**src/rtl/phase_ctrl_pkg.sv**
```systemverilog
// Shared definitions for the phase controller and the phase generator:
// phase bit indices, controller state encoding and error classes.
package phase_ctrl_pkg;

  localparam int PH_F = 4;
  localparam int PH_R = 3;
  localparam int PH_X = 2;
  localparam int PH_M = 1;
  localparam int PH_W = 0;

  typedef enum logic [1:0] {
    ST_IDLE   = 2'b00,
    ST_RUN    = 2'b01,
    ST_HALTED = 2'b10,
    ST_ERROR  = 2'b11
  } state_t;

  typedef enum logic [1:0] {
    ERR_NONE   = 2'b00,
    ERR_ONEHOT = 2'b01,
    ERR_ORDER  = 2'b10,
    ERR_MEMACK = 2'b11
  } err_t;

  // The phase ring advances w -> m -> x -> r -> f -> w, i.e. a left rotate.
  function automatic logic [4:0] phase_succ(input logic [4:0] p);
    return {p[3:0], p[4]};
  endfunction

endpackage

```
**src/rtl/phase_ctrl_chk.sv**
```systemverilog
// Phase sanity checker: classifies the current phase as non-one-hot,
// out-of-order (relative to the previous cycle's phase) or fine.
module phase_chk
  import phase_ctrl_pkg::*;
(
  input  logic [4:0] phase,
  input  logic [4:0] prev_phase,
  output err_t       err_class
);

  // One-hot violations outrank ordering violations.
  always_comb begin
    err_class = ERR_NONE;
    if ($countones(phase) > 1)
      err_class = ERR_ONEHOT;
    else if ((phase == 5'b00000) || (phase != phase_succ(prev_phase)))
      err_class = ERR_ORDER;
  end

endmodule

```
**src/rtl/phase_ctrl.sv**
```systemverilog
// Phase controller: tracks the five-phase instruction cycle, issues the
// per-phase datapath strobes, counts fetches and latches halt/error status.
module phase_ctrl
  import phase_ctrl_pkg::*;
#(
  parameter logic [3:0] HLT_OP = 4'hF,
  parameter int         CNT_W  = 16
) (
  input  logic             clk,
  input  logic             rst,
  input  logic [4:0]       phase,
  input  logic [3:0]       opcode,
  input  logic             mem_ack,
  output logic             ir_we,
  output logic             rf_re,
  output logic             alu_en,
  output logic             mem_req,
  output logic             rf_we,
  output logic             pc_we,
  output logic             hlt,
  output logic [1:0]       err_code,
  output logic [CNT_W-1:0] instr_cnt
);

  state_t     state, next_state;
  err_t       chk_err, det_err, err_q;
  logic [4:0] prev_phase;
  logic       is_mem;
  logic       strobe_en;

  phase_chk u_chk (
    .phase      (phase),
    .prev_phase (prev_phase),
    .err_class  (chk_err)
  );

  assign is_mem   = (opcode[3:2] == 2'b10);
  assign err_code = err_q;

  always_comb begin
    det_err    = ERR_NONE;
    next_state = state;
    case (state)
      ST_IDLE: begin
        if (phase == 5'b00001)
          next_state = ST_RUN;
      end
      ST_RUN: begin
        if (chk_err != ERR_NONE)
          det_err = chk_err;
        else if (phase[PH_M] && is_mem && !mem_ack)
          det_err = ERR_MEMACK;

        if (det_err != ERR_NONE)
          next_state = ST_ERROR;
        else if (phase[PH_X] && (opcode == HLT_OP))
          next_state = ST_HALTED;
      end
      default: next_state = state;
    endcase
  end

  // Strobes are suppressed in the very cycle a fault is seen and during reset.
  assign strobe_en = (state == ST_RUN) && (det_err == ERR_NONE) && !rst;

  assign ir_we   = strobe_en & phase[PH_F];
  assign rf_re   = strobe_en & phase[PH_R];
  assign alu_en  = strobe_en & phase[PH_X];
  assign mem_req = strobe_en & phase[PH_M] & is_mem;
  assign rf_we   = strobe_en & phase[PH_W] & ~is_mem & (opcode != HLT_OP);
  assign pc_we   = strobe_en & phase[PH_W];

  always_ff @(posedge clk) begin
    if (rst) begin
      state      <= ST_IDLE;
      prev_phase <= 5'b00000;
      hlt        <= 1'b0;
      err_q      <= ERR_NONE;
      instr_cnt  <= '0;
    end else begin
      state      <= next_state;
      prev_phase <= phase;
      hlt        <= (next_state == ST_HALTED) || (next_state == ST_ERROR);
      if ((state == ST_RUN) && (det_err != ERR_NONE))
        err_q <= det_err;
      if ((state == ST_RUN) && phase[PH_F])
        instr_cnt <= instr_cnt + CNT_W'(1);
    end
  end

endmodule

```
**config.mk**
```make
export PLATFORM = sky130hd
export DESIGN_NAME = phase_ctrl
export DESIGN_NICKNAME = d
export VERILOG_FILES = /design/src/rtl/phase_ctrl_pkg.sv /design/src/rtl/phase_ctrl_chk.sv /design/src/rtl/phase_ctrl.sv
export SDC_FILE = /design/constraint.sdc
export NUM_CORES = 1
export LEC_CHECK = 0
export BUFFER_PORTS_ARGS = -buffer_cell sky130_fd_sc_hd__buf_2
export CORE_UTILIZATION = 48
export CTS_BUF_LIST = sky130_fd_sc_hd__clkbuf_2 sky130_fd_sc_hd__clkbuf_4 sky130_fd_sc_hd__clkbuf_8
export CTS_CLUSTER_DIAMETER = 40
export DETAILED_ROUTE_END_ITERATION = 8
export GPL_ROUTABILITY_DRIVEN = 0
export HOLD_SLACK_MARGIN = 0.08
export PLACE_DENSITY = 0.77
export SLEW_MARGIN = 20
export SYNTH_ARGS = -nofsm -noshare
export SYNTH_HDL_FRONTEND = slang
export SYNTH_SLANG_ARGS = --single-unit
```
**constraint.sdc**
```tcl
create_clock -name clk -period 2.7 [get_ports clk]
set_input_delay 0.405 -clock clk [delete_from_list [all_inputs] [get_ports clk]]
set_output_delay 0.405 -clock clk [all_outputs]
set_load 0.01 [all_outputs]
```
---- Word-level counts from Yosys, hierarchy flattened ----
Index checks and enable logic that the tools add are counted.
operators by class
  add/subtract/negate cells ............... 5
  magnitude comparators ................... 1
  equal/unequal tests ..................... 8
  mux-type cells .......................... 10
  bitwise operators ....................... 9
  reductions and logical operators ........ 17
operators with widths
  kind                                                  count
  adder 32 x 1 -> 32 bit                                1
  adder 32 bit                                          1
  > comparator 32 x 2 -> 1 bit (second input constant)  1
  2-to-1 mux 2 bit                                      9
  adder 16 x 1 -> 16 bit (second input constant)        1
  AND 1 bit                                             8
  logical AND 1 bit                                     7
  equality test 2 bit (second input constant)           3
  nonzero test 2 bit                                    3
  equality test 5 x 1 -> 1 bit (second input constant)  1
  zero test 5 bit                                       1
  inequality test 5 bit                                 1
  adder 1 x 1 -> 2 bit                                  2
  equality test 4 bit (second input constant)           1
  zero test 2 bit                                       2
  inequality test 4 bit (second input constant)         1
  one-hot mux 2 bit (2 select lines)                    1
  equality test 2 x 1 -> 1 bit (second input constant)  1
  zero test 1 bit                                       2
  logical OR 1 bit                                      2
  inverter 1 bit                                        1
word-level totals
  flip-flop bits (word level) ............. 26
  bits of input ports ..................... 12
  output and inout port bits .............. 25
  word-level logic and storage cells ...... 55

---- Longest topological paths before layout ----
Gate-level depths: netlist of the first run.
  depth in word-level cells ............... 15
  mapped depth ............................ 9
  gate-level depth less buffers ........... 9

---- Modules after synthesis ----
A second synthesis of the first run with hierarchy kept.
second synthesis, totals
  cells, all modules ...................... 153
  area, all modules ....................... 1342.5 sq um
modules (own cells, without submodules)
  module      instances  cells each  area an instance (sq um)  sequential area each (sq um)
  phase_ctrl  1          132         1164.9                    520.5
  phase_chk   1          21          177.7                     0.0

---- Worst setup path before layout of the first run ----
No wires, ideal clock.
  path type ............................... input-to-output
  start ................................... input port phase[0]
  end ..................................... output port rf_we
  arrival time ............................ 2292 ps
  required time ........................... 2295 ps
  setup slack ............................. 3 ps
  stages on the path ...................... 9
  path buffers ............................ 0
  path through ............................ inv_1 -> ha_1 -> ha_1 -> a21o_1 -> fa_1 -> nor2_1 -> o211ai_1 -> nor2_1 -> and4_1
on the way
  cells in the longest elaborated chain, start to end .. 15
  elaborated cells on any way between the ends .. 19
  classes of those cells .................. add/sub: 3; order compare: 1; eq/ne: 1; mux: 5; bitwise: 3; reduce/logical: 6
ends and longest elaborated chain
  item                                          RTL line              RTL
  start, declared                               phase_ctrl.sv:11      input logic [4:0] phase,
  adder 1 x 1 -> 2 bit (not written as such)    phase_ctrl_chk.sv:14  if ($countones(phase) > 1)
  adder 32 bit (not written as such)            phase_ctrl_chk.sv:14
  adder 32 x 1 -> 32 bit (not written as such)  phase_ctrl_chk.sv:14
  > comparator 32 x 2 -> 1 bit                  phase_ctrl_chk.sv:14
  2-to-1 mux 2 bit                              phase_ctrl_chk.sv:14
  nonzero test 2 bit                            phase_ctrl.sv:49      if (chk_err != ERR_NONE)
  2-to-1 mux 2 bit                              phase_ctrl.sv:49
  2-to-1 mux 2 bit (2 in a row)                 phase_ctrl.sv:43      case (state)
  zero test 2 bit                               phase_ctrl.sv:64      assign strobe_en = (state == ST_RUN) && (det_err == ERR_NONE) && !rst;
  logical AND 1 bit (2 in a row)                phase_ctrl.sv:64
  AND 1 bit * (3 in a row)                      phase_ctrl.sv:70      assign rf_we = strobe_en & phase[PH_W] & ~is_mem & (opcode != HLT_OP);
  end, declared                                 phase_ctrl.sv:18      output logic rf_we,
Mark *: on every way between the ends. The rest lies on a longest branch, timed or not. The select of a mux whose other input is x is not followed.

---- Final worst setup path of the first run ----
  start ................................... input port phase[0]
  end ..................................... output port rf_re
on the way
  cells in the longest elaborated chain, start to end .. 13
  elaborated cells on any way between the ends .. 17
  classes of those cells .................. add/sub: 3; order compare: 1; eq/ne: 1; mux: 5; bitwise: 1; reduce/logical: 6
ends and longest elaborated chain
  item                                          RTL line              RTL
  adder 1 x 1 -> 2 bit (not written as such)    phase_ctrl_chk.sv:14
  adder 32 bit (not written as such)            phase_ctrl_chk.sv:14
  adder 32 x 1 -> 32 bit (not written as such)  phase_ctrl_chk.sv:14
  > comparator 32 x 2 -> 1 bit                  phase_ctrl_chk.sv:14
  2-to-1 mux 2 bit *                            phase_ctrl_chk.sv:14
  nonzero test 2 bit                            phase_ctrl.sv:49
  2-to-1 mux 2 bit *                            phase_ctrl.sv:49
  2-to-1 mux 2 bit * (2 in a row)               phase_ctrl.sv:43
  zero test 2 bit *                             phase_ctrl.sv:64
  logical AND 1 bit * (2 in a row)              phase_ctrl.sv:64
  AND 1 bit *                                   phase_ctrl.sv:67      assign rf_re = strobe_en & phase[PH_R];
  end, declared                                 phase_ctrl.sv:15      output logic rf_re,
Marked as above.

==> impl_metrics.tcl, run 1 <==
set metrics [dict create \
    yosysMostFrequentCell "dfxtp_1" \
    drc 0 \
    drv_cap 0 \
    slew_violations 0 \
    final_cells 232 \
    synth_nets 174 \
    wl_mm 2.996 \
    report.final.hold_viol_count 0 \
    ys_ff_latch 25 \
    fin_util_pct 68.30 \
    hp-class "primary input to flip-flop" \
    ys_warn_count 0 \
    clock_latency_ps 320 \
    fmax_ghz 0.3582 \
    syn_to_final_growth_pct 31.77 \
    cts-htree-levels 1 \
    vias 1272 \
    cp.required_ps 2300 \
    ios 37 \
    antenna_found_initial 0 \
    ff_latch_area_um2 500.5 \
    final_nets 223 \
    violations "negative setup slack" \
    portBuffers 36 \
    finalCritPeriodShare_pct 103.4 \
    min_period_ps 2792 \
    drive_gt1_share_pct 33.66 \
    seq_area_frac_synth_pct 38.28 \
    rows 18 \
    synth_cells 154 \
    wl_per_cell_um 12.91 \
    clk_pin_slew_worst_paths_ps 140 \
    synth.area.top_cells "dfxtp_1, ha_1, nor2_1" \
    avgSynthCellArea_um2 8.490 \
    core_area_um2 2522 \
    dr.pass1.iters 4 \
    ff2ff_setup_slack_ps 640 \
    layout_setup_ws_ps -91.80 \
    crit_type "primary input to primary output" \
    grt_pass1_vias 1078 \
    finalSetupViolCount 6 \
    antennaDiodeCount 0 \
    cp_max_fo 5 \
    cts_tree "yes" \
    clockBufferDepth 2 \
    finalPower_uw 679.5 \
    multi_input_area_um2 799.5 \
    slew_headroom_pct 62.75 \
    numCtsBuffers 3 \
    reg2reg_to "instr_cnt[14]$_SDFFE_PP0P_" \
    worst_slew_pin_slew_ps 558.7 \
    die_h_um 54.19 \
    start_util_pct 51.84 \
    r2r_start "instr_cnt[0]$_SDFFE_PP0P_" \
    synthTopCellsByCount "dfxtp_1, nor2_1, nand2_1" \
    holdPathStages 4 \
    async_flop_share_pct 0 \
    synth_top_area_share_pct 38.28 \
    grt_max_degree 32 \
    finClkSkew_ps 9.965 \
    reg2reg_depth 5 \
    dp.cells 225 \
    synth_edf_count 0 \
    ys_types 35 \
    syn_area_um2 1308 \
    drt_iter0_drc 19 \
    cp.arrival_ps 2390 \
    gr-total-overflow 0 \
    hold_start "phase[3]" \
    die-area_um2 2937 \
    leakagePower_nw 0.7660 \
    n_fill_cell 210 \
    p_per_area_nw_per_um2 394.4 \
    outcome "complete, but fails checks" \
    track_usage_pct 21.65 \
    vdd_drop_max_v 0.0003108 \
    hold_end "prev_phase[3]$_SDFF_PP0_" \
    endpoint_kind "primary output" \
    critPathLaunchType "primary input" \
    grt_pass1_wl_mm 4.471 \
    cts_sinks 25 \
    synthFlopType "dfxtp_1" \
    die_x_um 54.19 \
    clock-root-buffer "clkbuf_4" \
    routed_via_density 5.483 \
    yosys.area.top_type "dfxtp_1" \
    antenna_left 0 \
    rsz0062_at_grt "true" \
    dp_hpwl_mm 2.153 \
]
-- cell type report --
| class | instances | area share (%) |
|---|---|---|
| Timing Repair Buffer | 50 | 18.45 |
| Multi-Input combinational cell | 117 | 46.41 |
| Sequential cell | 25 | 29.05 |
| Inverter | 6 | 2.179 |
| Clock buffer | 4 | 1.743 |
| Tap cell | 30 | 2.179 |
-- metrics by stage --
step | setup TNS (ps) | instance area [um2] | hold slack, ps | setup WS, ps
2_1_floorplan | 0 | 1308 | 508.4 | 2.506
3_3_place_gp | -1077 | 1580 | 477.8 | -210.5
3_5_place_dp | -1663 | 1580 | 497.2 | -307.8
4_1_cts | -856.4 | 1702 | 383.0 | -162.4
5_1_grt | -1147 | 1723 | 380.0 | -237.3
6_report | -457.4 | 1723 | 372.8 | -91.80
-- how the worst max path moves through the flow --
| stage | from | endpoint |
|---|---|---|
| final | phase[0] | rf_re |
| after global routing | phase[0] | rf_we |
| after CTS | phase[3] | rf_re |
| after global placement | phase[0] | rf_we |
| after floorplan | phase[0] | rf_we |
| after detailed placement | phase[0] | rf_we |
-- placed cells by master (no fill, tap or decap), types with 3 or more instances in the layout --
cell and instances:
a211oi_1 4, a21oi_1 8, and3_1 5, buf_2 32, buf_4 14, clkbuf_4 4, dfxtp_1 25, ha_1 4
ha_4 3, mux2_2 3, nand2_1 10, nand3_1 5, nand4_1 4, nor2_1 20, nor2b_1 4, nor3_1 3
o21ai_0 7, or3_1 6, xnor2_1 7, xor2_1 4
-- cell families (layout without fill, tap and decap cells) --
group / after synthesis / count (layout) / share of synthesized area (%)
and+or+nand+nor: 71 / 71 / 28.71
DFF: 25 / 25 / 38.28
AOI/OAI and AO/OA: 24 / 24 / 11.01
adders and majority gates: 8 / 8 / 8.229
buffers and inverters: 12 / 60 / 3.827
muxes: 3 / 3 / 2.584
xor gates and xnor gates: 11 / 11 / 7.368
-- sequential cells by signal, indices dropped and copies added (netlist names), named ones only --
register and flops:
prev_phase 5, err_code 2, instr_cnt 16
-- worst max-delay path, cell delays in order --
cell and delay [ps]:
buf_8 100, inv_6 50, ha_4 200, ha_4 230
a21o_1 180, fa_1 480, nor2_2 120, o211ai_1 120
nor2_2 170, and3_1 180, buf_2 130
-- power by group --
group / total (mW) / internal, mW / switching, mW
Sequential: 0.379 / 0.375 / 0.00392
Combinational: 0.119 / 0.0620 / 0.0572
Clock: 0.182 / 0.0679 / 0.114
Total: 0.679 / 0.505 / 0.175
-- what timing repair did --
| action | 4_1_cts | 5_1_grt |
|---|---|---|
| setup endpoints to repair | 6 | 6 |
| gates resized for setup | 16 | 5 |
| pin swaps | 11 | 9 |
| setup buffers | 2 | 1 |
| hold buffers | 0 | 0 |
-- metal layers --
metal / share of wire, % / GRT usage [%] / up-vias
met5: 0 / 0 / -
met4: 0.70 / 6.410 / 0
met3: 3.9 / 3.390 / 4
met2: 53 / 42.07 / 38
met1: 42 / 23.39 / 596
li1: - / - / 634
Note: power is estimated with default switching activity, not from simulation.
==> run 2: changes to the inputs <==
--- a/config.mk
+++ b/config.mk
@@ -6,6 +6,7 @@
 export NUM_CORES = 1
 export LEC_CHECK = 0
 export BUFFER_PORTS_ARGS = -buffer_cell sky130_fd_sc_hd__buf_2
+export CORE_MARGIN = 5
 export CORE_UTILIZATION = 48
 export CTS_BUF_LIST = sky130_fd_sc_hd__clkbuf_2 sky130_fd_sc_hd__clkbuf_4 sky130_fd_sc_hd__clkbuf_8
 export CTS_CLUSTER_DIAMETER = 40
==> run 2 against run 1 <==
Compared with the run above: the run still ends with negative setup slack left; final area rose by 2.2%; die area rose by 32%; sequential share of layout area fell by 0.62 points; clock power fell by 3%; non-clock buffer count rose by 4; sequential cell count did not move; global-route usage fell by 3.7 points; register-to-register slack got worse by 20 ps; combinational power rose by 13%; critical path type unchanged; critical endpoint is now rf_we; largest power group unchanged.
==> impl_metrics.tcl, run 2 (synthesized netlist as in run 1, its figures left out) <==
set metrics [dict create \
    hold_start "phase[0]" \
    antennaDiodeCount 0 \
    p_comb_share_pct 19.5 \
    r2r_start "instr_cnt[0]$_SDFFE_PP0P_" \
    cp_max_fo 5 \
    p_int_uw 503.1 \
    grt_pass1_wl_mm 5.885 \
    syn_to_final_growth_pct 34.64 \
    cts-htree-levels 1 \
    ff2ff_setup_slack_ps 620 \
    p_per_area_nw_per_um2 392.4 \
    p_seq_share_pct 54.8 \
    die_x_um 62.19 \
    cts_sinks 25 \
    die_h_um 62.19 \
    finalCritPeriodShare_pct 104.5 \
    dr.pass1.iters 4 \
    clockBufferDepth 2 \
    n_fill_cell 230 \
    core_area_um2 2686 \
    slew_headroom_pct 63.88 \
    crit_type "primary input to primary output" \
    layout_commonest_cell "buf_2" \
    cp.required_ps 2300 \
    holdPathStages 3 \
    clk_pin_slew_worst_paths_ps 160 \
    finalSetupViolCount 6 \
    violations "negative setup slack" \
    drt_iter0_drc 68 \
    critPathLaunchType "primary input" \
    routed_via_density 5.557 \
    endpoint_kind "primary output" \
    clock-root-buffer "clkbuf_4" \
    finClkSkew_ps 14.93 \
    dpl_cell_area_um2 1574 \
    finalPower_uw 690.8 \
    vias 1317 \
    grt_max_degree 32 \
    cp.arrival_ps 2420 \
    hold_end "prev_phase[0]$_SDFF_PP0_" \
    cts_tree "yes" \
    report.final.hold_viol_count 0 \
    antenna_found_initial 0 \
    reg2reg_to "instr_cnt[14]$_SDFFE_PP0P_" \
    ios 37 \
    largest_register "instr_cnt" \
    antenna_left 0 \
    worst_slew_pin_slew_ps 541.8 \
    largest_register_ffs 16 \
    min_period_ps 2821 \
    portBuffers 36 \
    clockPowerShare_pct 25.7 \
    outcome "complete, but fails checks" \
    vdd_drop_max_v 0.0002753 \
    gr-total-overflow 0 \
    drv_cap 0 \
    rsz0062_at_grt "true" \
    fin_util_pct 65.53 \
    layout_setup_ws_ps -121.4 \
    track_usage_pct 17.96 \
    slowest_delay_ps 490 \
    fin_hold_ws_ps 296.1 \
    drive_gt1_share_pct 34.95 \
    ctsHoldBuffers 0 \
    reg2reg_depth 5 \
    hp-class "primary input to flip-flop" \
    swShare_pct 27.17 \
    wl_mm 3.479 \
    grt_pass1_vias 1384 \
    leakagePower_nw 0.7815 \
    design_area_um2 1760 \
    p_switching_uw 187.7 \
    wl_per_cell_um 14.68 \
    die-area_um2 3868 \
    fmax_ghz 0.3544 \
    rows 19 \
    slew_violations 0 \
    final_nets 227 \
    numCtsBuffers 3 \
    dp_hpwl_mm 2.356 \
    final_cell_mix "buf_2, dfxtp_1, nor2_1, buf_4, nand2_1" \
    clock_latency_ps 330 \
    cp_cell_sequence "buf_8, inv_6, ha_4, ha_4, a21o_1, fa_1, nor2_2, o211ai_1, nor2_2, and4_1, buf_2" \
    crit_slowest_cell "fa_1" \
    start_util_pct 48.67 \
    drc 0 \
]
run 2: cell types whose count changed in the layout (fill, tap and decap cells not counted):
cell        delta
clkinvlp_4     +1
buf_2          -1
buf_4          +4
buf_6          +1
clkbuf_4       -1
run 2: routing by layer:
metal / GRT usage [%] / vias up / share of wire, %
li1: - / 641 / -
met1: 17.02 / 614 / 36
met2: 35.36 / 52 / 55
met3: 4.324 / 10 / 6.6
met4: 7.859 / 0 / 2.0
met5: 0 / - / 0
run 2: critical path: cells and delay by family:
family | cells | cell delay [ps]
buf+inv | 3 | 280
compound gates | 2 | 300
fa+ha+maj | 3 | 910
simple gates | 3 | 520
run 2: stage by stage:
step | setup WS [ps] | setup TNS, ps | std cells
6_report | -121.4 | -572.8 | 237
4_1_cts | -146.5 | -725.3 | 232
3_5_place_dp | -266.4 | -1377 | 225
2_1_floorplan | 2.506 | 0 | 154
3_3_place_gp | -187.7 | -970.9 | 225
5_1_grt | -208.6 | -1146 | 237
run 2: how the worst max path moves through the flow:
stage          depth (start not counted)  slack [ps]    end  startpoint
6_report                              11        -120  rf_we    phase[1]
5_1_grt                               11        -210  rf_we    phase[1]
4_1_cts                               11        -150  rf_we    phase[3]
3_5_place_dp                          11        -270  rf_we    phase[2]
3_3_place_gp                          11        -190  rf_we    phase[0]
2_1_floorplan                          9           3  rf_we    phase[0]
run 2: area by class of cell:
cell class | instances | area, um2 | area share, %
Clock inverter | 1 | 7.507 | 0.4264
Tap cell | 31 | 38.79 | 2.203
Timing Repair Buffer | 54 | 354.1 | 20.11
Sequential cell | 25 | 500.5 | 28.43
Clock buffer | 3 | 22.52 | 1.279
Multi-Input combinational cell | 117 | 799.5 | 45.42
Inverter | 6 | 37.54 | 2.132
run 2: timing repair:
action                                  in CTS  in global routing
endpoints found under the setup margin       6                  6
resized for setup                           14                  8
hold endpoints to repair                     0                  0
buffers inserted                             3                  5
pin swaps                                   10                 10
run 2: power groups by stage:
stage,Combinational [mW],Clock (mW),Sequential [mW]
2_1_floorplan,0.0488,0,0.386
3_3_place_gp,0.0825,0,0.386
3_5_place_dp,0.0862,0,0.387
4_1_cts,0.108,0.178,0.378
5_1_grt,0.146,0.194,0.379
6_report,0.135,0.177,0.379
